$ cat src/rtl/lc3_mem_access_if.sv
// Data-memory port between the LC3 memory-access stage (master) and data memory (slave).
// dmem_req is held with dmem_addr/dmem_we/dmem_wdata stable until a cycle where dmem_req and
// dmem_ready are both high, which completes the transfer; dmem_ready without dmem_req is ignored.
interface lc3_mem_access_if;
  logic        dmem_req;
  logic        dmem_we;
  logic [15:0] dmem_addr;
  logic [15:0] dmem_wdata;
  logic        dmem_ready;
  logic [15:0] dmem_rdata;

  modport master (
    output dmem_req,
    output dmem_we,
    output dmem_addr,
    output dmem_wdata,
    input  dmem_ready,
    input  dmem_rdata
  );

  modport slave (
    input  dmem_req,
    input  dmem_we,
    input  dmem_addr,
    input  dmem_wdata,
    output dmem_ready,
    output dmem_rdata
  );
endinterface

$ cat src/rtl/lc3_mem_access.sv
// LC3 data-memory access stage: runs READ / IND_READ / WRITE commands from the pipeline
// controller on a req/ready memory port, with a per-request wait-cycle timeout.
module lc3_mem_access #(
  parameter int TIMEOUT = 255,
  parameter int CNT_W   = 8
) (
  input  logic                 clock,
  input  logic                 reset_n,
  input  logic [1:0]           mem_state,
  input  logic [15:0]          M_Addr,
  input  logic [15:0]          M_Data,
  lc3_mem_access_if.master     dmem,
  output logic [15:0]          memout,
  output logic                 complete_data,
  output logic                 mem_error,
  output logic [2:0]           dbg_state
);

  localparam logic [2:0] S_IDLE = 3'd0;
  localparam logic [2:0] S_RD   = 3'd1;
  localparam logic [2:0] S_IND1 = 3'd2;
  localparam logic [2:0] S_IND2 = 3'd3;
  localparam logic [2:0] S_WR   = 3'd4;
  localparam logic [2:0] S_DONE = 3'd5;

  localparam logic [1:0] CMD_READ  = 2'b00;
  localparam logic [1:0] CMD_IND   = 2'b01;
  localparam logic [1:0] CMD_IDLE  = 2'b11;

  localparam logic [CNT_W-1:0] CNT_LAST = CNT_W'(TIMEOUT - 1);
  localparam logic [CNT_W-1:0] CNT_ONE  = CNT_W'(1);

  logic [2:0]       state;
  logic [2:0]       state_nx;
  logic             armed;
  logic             ind_gap;
  logic [CNT_W-1:0] wait_cnt;
  logic [15:0]      addr_q;
  logic [15:0]      data_q;

  logic busy;
  logic req;
  logic accept;
  logic hit;
  logic tmo;

  assign busy   = (state == S_RD) || (state == S_IND1) || (state == S_IND2) || (state == S_WR);
  // The first IND2 cycle is a bubble so the pointer fetch and the data fetch are separate requests.
  assign req    = busy && !ind_gap;
  assign accept = (state == S_IDLE) && armed && (mem_state != CMD_IDLE);
  assign hit    = req && dmem.dmem_ready;
  // The counter holds the number of wait cycles already seen, so this is the TIMEOUT-th one.
  assign tmo    = req && !dmem.dmem_ready && (wait_cnt == CNT_LAST);

  always_comb begin
    state_nx = state;
    case (state)
      S_IDLE: begin
        if (accept) begin
          if (mem_state == CMD_READ)     state_nx = S_RD;
          else if (mem_state == CMD_IND) state_nx = S_IND1;
          else                           state_nx = S_WR;
        end
      end
      S_RD, S_IND2, S_WR: begin
        if (hit || tmo) state_nx = S_DONE;
      end
      S_IND1: begin
        if (hit)      state_nx = S_IND2;
        else if (tmo) state_nx = S_DONE;
      end
      S_DONE:  state_nx = S_IDLE;
      default: state_nx = S_IDLE;
    endcase
  end

  always_ff @(posedge clock or negedge reset_n) begin
    if (!reset_n) begin
      state     <= S_IDLE;
      armed     <= 1'b1;
      ind_gap   <= 1'b0;
      wait_cnt  <= '0;
      addr_q    <= 16'h0000;
      data_q    <= 16'h0000;
      memout    <= 16'h0000;
      mem_error <= 1'b0;
    end else begin
      state   <= state_nx;
      ind_gap <= (state == S_IND1) && hit;

      // A command is executed once; seeing IDLE on mem_state is what allows the next one.
      if (mem_state == CMD_IDLE) armed <= 1'b1;
      else if (accept)           armed <= 1'b0;

      if (state_nx != state)     wait_cnt <= '0;
      else if (req && !dmem.dmem_ready) wait_cnt <= wait_cnt + CNT_ONE;

      if (accept) begin
        addr_q <= M_Addr;
        data_q <= M_Data;
      end else if ((state == S_IND1) && hit) begin
        addr_q <= dmem.dmem_rdata;
      end

      if (hit && ((state == S_RD) || (state == S_IND2))) memout <= dmem.dmem_rdata;
      if (tmo) mem_error <= 1'b1;
    end
  end

  assign dmem.dmem_req   = req;
  assign dmem.dmem_we    = (state == S_WR);
  assign dmem.dmem_addr  = addr_q;
  assign dmem.dmem_wdata = data_q;
  assign complete_data   = (state == S_DONE);
  assign dbg_state       = state;

endmodule

$ cat src/flat_wrapper.sv
// flat-port wrapper written by rule: the top's interface ports become plain ports
module lc3_mem_access_flat 
#(
  parameter int TIMEOUT = 255,
  parameter int CNT_W   = 8
)
  (clock, reset_n, mem_state, M_Addr, M_Data, memout, complete_data, mem_error, dbg_state, dmem_dmem_req, dmem_dmem_we, dmem_dmem_addr, dmem_dmem_wdata, dmem_dmem_ready, dmem_dmem_rdata);
  lc3_mem_access_if dmem_i ();
  input  logic clock;
  input  logic reset_n;
  input  logic [1:0] mem_state;
  input  logic [15:0] M_Addr;
  input  logic [15:0] M_Data;
  output logic [15:0] memout;
  output logic complete_data;
  output logic mem_error;
  output logic [2:0] dbg_state;
  output wire logic [$bits(dmem_i.dmem_req)-1:0] dmem_dmem_req;
  output wire logic [$bits(dmem_i.dmem_we)-1:0] dmem_dmem_we;
  output wire logic [$bits(dmem_i.dmem_addr)-1:0] dmem_dmem_addr;
  output wire logic [$bits(dmem_i.dmem_wdata)-1:0] dmem_dmem_wdata;
  input wire logic [$bits(dmem_i.dmem_ready)-1:0] dmem_dmem_ready;
  input wire logic [$bits(dmem_i.dmem_rdata)-1:0] dmem_dmem_rdata;
  assign dmem_dmem_req = dmem_i.dmem_req;
  assign dmem_dmem_we = dmem_i.dmem_we;
  assign dmem_dmem_addr = dmem_i.dmem_addr;
  assign dmem_dmem_wdata = dmem_i.dmem_wdata;
  assign dmem_i.dmem_ready = dmem_dmem_ready;
  assign dmem_i.dmem_rdata = dmem_dmem_rdata;
  lc3_mem_access #(.TIMEOUT(TIMEOUT), .CNT_W(CNT_W)) u_core (.clock(clock), .reset_n(reset_n), .mem_state(mem_state), .M_Addr(M_Addr), .M_Data(M_Data), .dmem(dmem_i), .memout(memout), .complete_data(complete_data), .mem_error(mem_error), .dbg_state(dbg_state));
endmodule
$ cat config.mk
export PLATFORM = sky130hd
export DESIGN_NAME = lc3_mem_access_flat
export DESIGN_NICKNAME = d
export VERILOG_FILES = /design/src/rtl/lc3_mem_access_if.sv /design/src/rtl/lc3_mem_access.sv /design/src/flat_wrapper.sv
export SDC_FILE = /design/constraint.sdc
export NUM_CORES = 1
export LEC_CHECK = 0
export BUFFER_PORTS_ARGS = -buffer_cell sky130_fd_sc_hd__buf_2
export CORE_MARGIN = 1.5
export CORE_UTILIZATION = 35
export CTS_CLUSTER_DIAMETER = 60
export CTS_CLUSTER_SIZE = 25
export DETAILED_ROUTE_END_ITERATION = 8
export SKIP_CTS_REPAIR_TIMING = 1
export SYNTH_ARGS = -nofsm -noshare
export SYNTH_HDL_FRONTEND = slang
export SYNTH_SLANG_ARGS = --single-unit
$ cat constraint.sdc
create_clock -name clock -period 5.1 [get_ports clock]
set_input_delay 0.765 -clock clock [delete_from_list [all_inputs] [get_ports clock]]
set_output_delay 0.765 -clock clock [all_outputs]
set_load 0.01 [all_outputs]
## Word-level counts from Yosys, hierarchy flattened

Cells that the tools add are included.

- Output and inout bits: 55
- Register bits: 62

- Multiplexer cells: 13
- $add $sub $neg: 1
- Reductions and logical operators: 21
- Eq/ne operators: 10

Operators with widths:

| kind | count |
|---|---|
| $mux W16 | 2 |
| $mux W3 | 6 |
| $mux W8 | 2 |
| $pmux W3 S3 | 1 |
| $add A8 B1 Y8 const B | 1 |
| $eq A8 B8 Y1 const B | 1 |
| $logic_and A1 B1 Y1 | 8 |
| $eq A3 B2 Y1 const B | 2 |
| $eq A3 B3 Y1 const B | 2 |
| $reduce_bool A2 Y1 | 3 |
| $logic_or A1 B1 Y1 | 5 |
| $eq A3 B1 Y1 const B | 1 |
| $logic_not A3 Y1 | 1 |
| $ne A3 B3 Y1 | 1 |
| $reduce_or A3 Y1 | 1 |
| $eq A2 B1 Y1 const B | 1 |
| $eq A2 B2 Y1 const B | 1 |
| $logic_not A1 Y1 | 2 |
| $logic_not A2 Y1 | 1 |
| $mux W1 | 2 |
| $ne A2 B2 Y1 const B | 1 |

## Depth between registers and ports, before layout

Gate-level depths: netlist of run 1.

- Depth after elaboration: 12
- Depth in mapped cells: 8
- Gate-level depth less buffers: 7

## Worst setup path before layout of run 1

OpenSTA, ideal clock, no wires.

- Path type: input port to flip-flop
- From: input port mem_state[0]
- To: register u_core.wait_cnt[1]
- Setup time: 0.087 ns
- Buffers on the path: 1
- Cell stages on the path: 6
- Arrival time: 1.959 ns
- Setup slack: 3.054 ns
- Cell sequence: and3b_1 > o21ai_1 > a21oi_1 > or4_4 > buf_6 > a211oi_2

- Word-level cells in the longest chain between the ends: 7

RTL lines:

| item | line | source |
|---|---|---|
| start: declaration | flat_wrapper.sv:11 | `input logic [1:0] mem_state;` |
| $eq A2 B1 Y1 | lc3_mem_access.sv:61 | `else if (mem_state == CMD_IND) state_nx = S_IND1;` |
| $mux W3 | lc3_mem_access.sv:61 |  |
| $mux W3 | lc3_mem_access.sv:60 | `if (mem_state == CMD_READ) state_nx = S_RD;` |
| $mux W3 * | lc3_mem_access.sv:59 | `if (accept) begin` |
| $pmux W3 S3 * | lc3_mem_access.sv:57 | `case (state)` |
| $ne A3 B3 Y1 * | lc3_mem_access.sv:95 | `if (state_nx != state) wait_cnt <= '0;` |
| $mux W8 or $reduce_bool A2 Y1 (tied branches) | n/a |  |
| end signal: assignment | lc3_mem_access.sv:96 | `else if (req && !dmem.dmem_ready) wait_cnt <= wait_cnt + CNT_ONE;` |
| end: declaration | lc3_mem_access.sv:37 | `logic [CNT_W-1:0] wait_cnt;` |

Mark *: on every way between the ends. The rest lies on a longest branch, timed or not.
A chain may end at the register's enable or synchronous reset.

## Worst setup path after layout of run 1

- From: register u_core.state[1], in the netlist u_core.dbg_state[1]
- To: output port dmem_dmem_req

- Word-level cells in the longest chain between the ends: 5

RTL lines:

| item | line | source |
|---|---|---|
| start: declaration | lc3_mem_access.sv:33 | `logic [2:0] state;` |
| start signal: assignment | lc3_mem_access.sv:88 | `state <= state_nx;` |
| $eq A3 B1 Y1 or $eq A3 B2 Y1 (tied branches) | lc3_mem_access.sv:47 | `assign busy = (state == S_RD) \|\| (state == S_IND1) \|\| (state == S_IND2) \|\| (state == S_WR);` |
| $logic_or A1 B1 Y1 (2 in series) | lc3_mem_access.sv:47 |  |
| $logic_or A1 B1 Y1 * | lc3_mem_access.sv:47 |  |
| $logic_and A1 B1 Y1 * | lc3_mem_access.sv:49 | `assign req = busy && !ind_gap;` |
| end: declaration | flat_wrapper.sv:18 | `output wire logic [$bits(dmem_i.dmem_req)-1:0] dmem_dmem_req;` |

Marked as above.

==> metrics.log, run 1 <==
[metrics] Residual DRC: 0
[metrics] setup repair after global routing missed its margin: no
[metrics] global-route wire length before repair: 10700 µm
[metrics] peak ir drop on the vdd network: around 230 µV
[metrics] min-delay worst type: flop to flop
[metrics] std cell rows: 32
[metrics] fraction of layout cells with a size suffix above 1: 45.0%
[metrics] pin count of the biggest net entering global routing: 63
[metrics] total wire length after detailed routing: 6330 µm
[metrics] register-to-register setup slack: 2700 ps
[metrics] Cells after Synth: 249
[metrics] top_reg_cell synth: dfrtp_1
[metrics] Cell Pwr Density: 593 nW/µm²
[metrics] WP data arrival: 1660 ps
[metrics] routability congestion estimate: 0.809
[metrics] critical path endpoint category: primary output
[metrics] die width: 91.6 µm
[metrics] flop and latch count out of synthesis: between 60 and 70
[metrics] Yosys warning total: 0
[metrics] antenna fix cells: 0
[metrics] total number of nets in the final design: 411
[metrics] Setup crit start: u_core.dbg_state[1]
[metrics] number of iterations in the first detailed-routing pass: 4
[metrics] number of enable flip-flop cells after synthesis: 0
[metrics] number of max-capacitance violations reported: 0
[metrics] overall die area: 8390 µm²
[metrics] proportion of synthesized chip area in sequential cells: 56.5%
[metrics] total standard cell area after synthesis: 2750 µm²
[metrics] routed len/inst: around 14 µm
[metrics] period utilization: 47.6%
[metrics] end point of the most critical hold path: u_core.armed
[metrics] layout overhead on the synthesized area: 27.6%
[metrics] required arrival time at the worst endpoint: 4340 ps
[metrics] Place WS: 2490 ps
[metrics] Buffers on Ports: ~110
[metrics] Final min period: 2430 ps
[metrics] Crit Path Category: flop to primary output
[metrics] Setup TNS: 0 ps
[metrics] combined area of the multi-input logic cells: between 1000 and 1500 µm²
[metrics] via count: around 2200
[metrics] Pleak: between 1.5 and 2 nW
[metrics] TritonCTS clock tree: built
[metrics] async set or reset register ratio after synthesis: 100%
[metrics] worst slew pin tran: 845 ps
[metrics] clock buffer depth: 2
[metrics] clock insertion delay at the later pin of the skew report: around 330 ps
[metrics] Core ar.: 7650 µm²
[metrics] depth of the worst register-to-register path: 5
[metrics] Total GRT Usage: 16.3%
[metrics] Avg Vias per Cell: 4.77
[metrics] Hold Crit Depth: 2
[metrics] final clock skew: 8.40 ps
[metrics] fraction of post-synthesis cell area in the top cell type by area: 55.5%
[metrics] Fmax achieved: just over 0.4 GHz
[metrics] combined flip-flop and latch cell area: 1550 µm²
[metrics] post-detail-place hpwl: 4470 µm
[metrics] worst-case setup margin in the final layout: 2670 ps
[metrics] cell at the root of the clock tree: clkbuf_8
[metrics] CTS HTree Levels: 3
[metrics] final hold violation count: 0
[metrics] library cell occupying the most area in the post-synthesis netlist: dfrtp_1
[metrics] kind of start point of the critical path: flop
[metrics] syn_nets: 304
[metrics] starting density of the core: between 30% and 40%
[metrics] Vert. Die Dim: 91.6 µm
[metrics] starting DRC count in detailed routing: 73
[metrics] number of buffers created by CTS: 9
[metrics] Avg Synthesized Cell Area: 11.0 µm²
[metrics] antenna-violating nets left: 0
[metrics] number of library cell types mapped by synthesis: 40
[metrics] Final setup violation count: 0
[metrics] Worst Min Path Start: u_core.armed
[metrics] Worst R2R End: u_core.dmem.dmem_addr[4]
[metrics] layout filler cell count: 750
[metrics] Finished Core Util: 45.9%
[metrics] Final Slew Violations: 0
[metrics] Worst-path clk slew: 60 ps
[metrics] synth top area cells: dfrtp_1 56%, mux2_2 13%, nand2_1 6.0%, nor2_1 3.8%, a31oi_1 3.6%
[metrics] startpoint of the worst-slack reg-to-reg timing path: u_core.dbg_state[1]
[metrics] maximum fanout count along the critical path: 12
[metrics] initial antenna violation count: 0
[metrics] Overall Power: 2.08 mW
[metrics] worst max-slew margin expressed relative to the limit: 43.6%
[metrics] number of global-route vias before repair: 2221
[metrics] total grt overflow: 0
[metrics] I/O pin total: 108
[metrics] clock sink count: 62
[metrics] result of the run: finished, final reports clean
## cell usage in the layout (no fill, tap or decap), types with 2 or more instances in the layout
cell type  synthesis  routed
nand2_1           44      44
clkbuf_8           0       9
buf_2              6     107
nor3_1             2       2
o31ai_1            2       2
nor2b_1            2       2
nor2_1            28      28
o21ai_0            4       4
clkinv_2           0       4
nand4_1            3       3
a21oi_1            4       4
and3_1             2       2
nand3_1            4       4
nor3b_1            2       2
dfrtp_1           61      61
nand2b_1           4       4
mux2_2            32      32
xor2_1             4       4
buf_4              1       2
xnor2_1            3       3
ha_1               2       2
a31oi_1           16      16
## registers in the layout, indices dropped and copies added, names as in the netlist
| signal | count |
|---|---|
| u_core.dmem.dmem_addr | 16 |
| u_core.dmem.dmem_wdata | 16 |
| u_core.memout | 16 |
| u_core.wait_cnt | 8 |
| u_core.dbg_state | 3 |
| u_core.armed | 1 |
| u_core.ind_gap | 1 |
| u_core.mem_error | 1 |
## metrics by stage
| stage | area [µm²] | hold slack (ps) | cells |
|---|---|---|---|
| after floorplan | 2750 | 452 | 249 |
| final | 3510 | 481 | 462 |
| after detailed placement | 3350 | 472 | 447 |
| after global placement | 3350 | 465 | 447 |
| after CTS | 3510 | 484 | 462 |
| after global routing | 3510 | 494 | 462 |
## synthesized netlist by cell type (3+ instances only)
cell type	n
a21oi_1	4
clkbuf_1	3
dfrtp_1	61
mux2_2	32
xor2_1	4
nor2_1	28
o21ai_0	4
nand2b_1	4
nand3_1	4
nand4_1	3
xnor2_1	3
buf_2	6
nand2_1	44
a31oi_1	16
## report_power, final
group	switching (mW)	total [mW]	internal [mW]
Combinational	0.454	0.876	0.423
Sequential	0.142	0.856	0.713
Clock	0.178	0.348	0.170
## kinds of logic after synthesis
family	Yosys count	share of synthesized area, %
flip-flops	62	56.5
buffers and inverters	15	3.00
XOR/XNOR	7	2.23
AND/OR/NAND/NOR	102	17.7
adder cells (fa/ha/maj)	2	0.910
multiplexers	32	13.1
AO/OA/AOI/OAI	29	6.55
## per-layer routing
layer	vias to the layer above	GRT usage (%)	share of wire (%)
met1	1066	21.4	45
li1	1072	-	-
met5	-	0	0
met2	58	24.9	49
met3	8	4.64	4.5
met4	0	7.42	1.5
## worst max-delay path by stage
stage / endpoint / slack, ps / cells past startpoint
2_1_floorplan: u_core.wait_cnt[1] / 3050 / 6
3_3_place_gp: u_core.dmem.dmem_addr[2] / 2620 / 6
3_5_place_dp: u_core.dmem.dmem_addr[0] / 2490 / 6
4_1_cts: dmem_dmem_req / 2660 / 4
5_1_grt: u_core.dmem.dmem_addr[0] / 2470 / 5
6_report: dmem_dmem_req / 2670 / 4
## worst max-delay path: stages, from the launching register on
cell and delay, ps:
dfrtp_1 550, or3_1 500, nand2_1 100, nor2_1 50, buf_2 140
## layout make-up
class	instances	share of cell area, %
Clock inverter	5	0.785
Multi-Input combinational cell	172	31.8
Tap cell	102	3.64
Timing Repair Buffer	109	15.7
Sequential cell	62	44.3
Clock buffer	10	3.64
Inverter	2	0.214
Note: power is estimated with default switching activity, not from simulation.
==> run 2, diff against run 1 <==
==> constraint.sdc (replaced) <==
create_clock -name clock -period 2 [get_ports clock]
set_input_delay 0.3 -clock clock [delete_from_list [all_inputs] [get_ports clock]]
set_output_delay 0.3 -clock clock [all_outputs]
set_load 0.01 [all_outputs]
==> metrics.log, run 2 (synthesis results as in run 1) <==
[metrics] pin count of the biggest net entering global routing: 63 (unchanged)
[metrics] maximum fanout count along the critical path: 12 (unchanged)
[metrics] total number of nets in the final design: 418 (+1.7%)
[metrics] setup repair after global routing missed its margin: no
[metrics] layout overhead on the synthesized area: 31.2%
[metrics] Pleak: 1.75 nW (+3.0%)
[metrics] Fmax achieved: about 0.53 GHz
[metrics] Cell Pwr Density: 1520 nW/µm² (+160%)
[metrics] clock buffer depth: 2 (unchanged)
[metrics] antenna-violating nets left: 0 (unchanged)
[metrics] number of buffers created by CTS: 9 (unchanged)
[metrics] Final min period: 1870 ps
[metrics] Crit Path Category: flop to primary output
[metrics] antenna fix cells: 0 (unchanged)
[metrics] clock insertion delay at the later pin of the skew report: 330 ps (about the same)
[metrics] total grt overflow: 0 (unchanged)
[metrics] result of the run: finished, final reports clean
[metrics] critical path endpoint category: primary output
[metrics] Final Slew Violations: 0 (unchanged)
[metrics] final hold violation count: 0 (unchanged)
[metrics] TritonCTS clock tree: built
[metrics] starting DRC count in detailed routing: 66 (-9.6%)
[metrics] combined area of the multi-input logic cells: 1110 µm² (unchanged)
[metrics] min-delay worst type: primary input to flop
[metrics] layout filler cell count: 763 (+1.7%)
[metrics] most common cell after layout, fill and taps aside: buf_2
[metrics] global-route wire length before repair: 10400 µm (-3.2%)
[metrics] leading cell types in the layout, fill and taps excluded: 107 x buf_2, 60 x dfrtp_1, 44 x nand2_1
[metrics] clock sink count: 62 (unchanged)
[metrics] via count: 2236 (+1.5%)
[metrics] worst slew pin tran: 544 ps (-301 ps)
[metrics] Final setup violation count: 0 (unchanged)
[metrics] number of global-route vias before repair: 2192 (-1.3%)
[metrics] overall die area: 8390 µm² (unchanged)
[metrics] worst-case setup margin in the final layout: 126 ps (-2540 ps)
[metrics] fraction of layout cells with a size suffix above 1: 46.3% (+1.3 points)
[metrics] Buffers on Ports: 107 (unchanged)
[metrics] kind of start point of the critical path: flop
[metrics] Setup TNS: 0 ps (unchanged)
[metrics] total wire length after detailed routing: 6300 µm (-0.49%)
[metrics] period utilization: between 90% and 100%
[metrics] die width: 91.6 µm (unchanged)
[metrics] Core ar.: 7650 µm² (unchanged)
[metrics] required arrival time at the worst endpoint: 1700 ps (-2640 ps)
[metrics] CTS HTree Levels: 3 (unchanged)
[metrics] starting density of the core: 35.9% (unchanged)
[metrics] routed len/inst: 13.4 µm (-2.0%)
[metrics] routability congestion estimate: 0.813 (+0.48%)
[metrics] peak ir drop on the vdd network: 601 µV (+160%)
[metrics] number of iterations in the first detailed-routing pass: 4 (unchanged)
[metrics] std cell rows: 32 (unchanged)
[metrics] I/O pin total: 108 (unchanged)
[metrics] final clock skew: 8.80 ps (+0.403 ps)
[metrics] Finished Core Util: 47.2% (+1.3 points)
[metrics] Worst-path clk slew: 70 ps (about the same)
[metrics] cell at the root of the clock tree: clkbuf_8
[metrics] Residual DRC: 0 (unchanged)
[metrics] combined flip-flop and latch cell area: 1550 µm² (about the same)
[metrics] initial antenna violation count: 0 (unchanged)
[metrics] worst max-slew margin expressed relative to the limit: 63.5% (+20 points)
[metrics] Place WS: 92.8 ps (-2400 ps)
[metrics] WP data arrival: 1570 ps (-90 ps)
[metrics] number of max-capacitance violations reported: 0 (unchanged)
[metrics] post-detail-place hpwl: 4510 µm (+0.91%)
[metrics] Vert. Die Dim: 91.6 µm (unchanged)
[metrics] Total GRT Usage: 15.9% (-0.42 points)
[metrics] Avg Vias per Cell: 4.77 (about the same)
==> run 2: cell count changes in the layout (fill, tap and decap cells not counted) <==
cell,delta
dfrtp_2,+1
clkinv_2,-1
clkbuf_1,-1
buf_12,+2
dlygate4sd3_1,+1
clkbuf_8,+2
dfrtp_1,-1
buf_4,+4
==> run 2: layout make-up <==
class                           count  share of cell area [%]
Sequential cell                    62                    43.1
Multi-Input combinational cell    172                    30.9
Timing Repair Buffer              116                    17.5
Clock buffer                       11                    4.20
Tap cell                          102                    3.54
Clock inverter                      4                   0.624
Inverter                            2                   0.208
==> run 2: per-layer routing <==
metal | vias to the layer above | share of wire [%] | track usage, %
li1 | 1095 | - | -
met1 | 1078 | 45 | 19.4
met2 | 53 | 49 | 25.8
met3 | 10 | 4.6 | 3.73
met4 | 0 | 2.1 | 8.59
met5 | - | 0 | 0
==> run 2: path summary, 6_finish.rpt <==
| check | start | endpoint | cells past startpoint | slack, ps |
|---|---|---|---|---|
| min in group asynchronous | reset_n | u_core.dmem.dmem_wdata[6] | 3 | 520 |
| min | M_Data[4] | u_core.dmem.dmem_wdata[4] | 2 | 200 |
| min reg2reg | u_core.armed | u_core.armed | 2 | 480 |
| max in group asynchronous | reset_n | u_core.armed | 3 | 1170 |
| max | u_core.dbg_state[1] | dmem_dmem_req | 4 | 130 |
| max reg2reg | u_core.wait_cnt[1] | u_core.wait_cnt[1] | 6 | 150 |
==> run 2: critical path, cell delays in order (launching register included) <==
cell and delay [ps]:
dfrtp_2 500, or3_1 450, nand2_1 100, nor2_1 50
buf_2 140
==> run 2: power by group <==
group | total, mW | switching, mW | leakage [nW] | internal (mW)
combinational | 2.35 | 1.20 | 0.922 | 1.15
clock | 0.965 | 0.462 | 0.0910 | 0.503
sequential | 2.15 | 0.329 | 0.741 | 1.82
total | 5.47 | 1.99 | 1.75 | 3.48
==> run 2: per-stage QoR <==
stage | hold WS [ps] | instance area [µm²] | power [mW] | instances
after CTS | -23.6 | 3600 | 5.55 | 468
after detailed placement | 344 | 3420 | 4.56 | 453
after floorplan | 4.41 | 2750 | 3.66 | 249
after global placement | 342 | 3420 | 4.51 | 453
final | 196 | 3610 | 5.47 | 469
after global routing | 186 | 3610 | 5.86 | 469
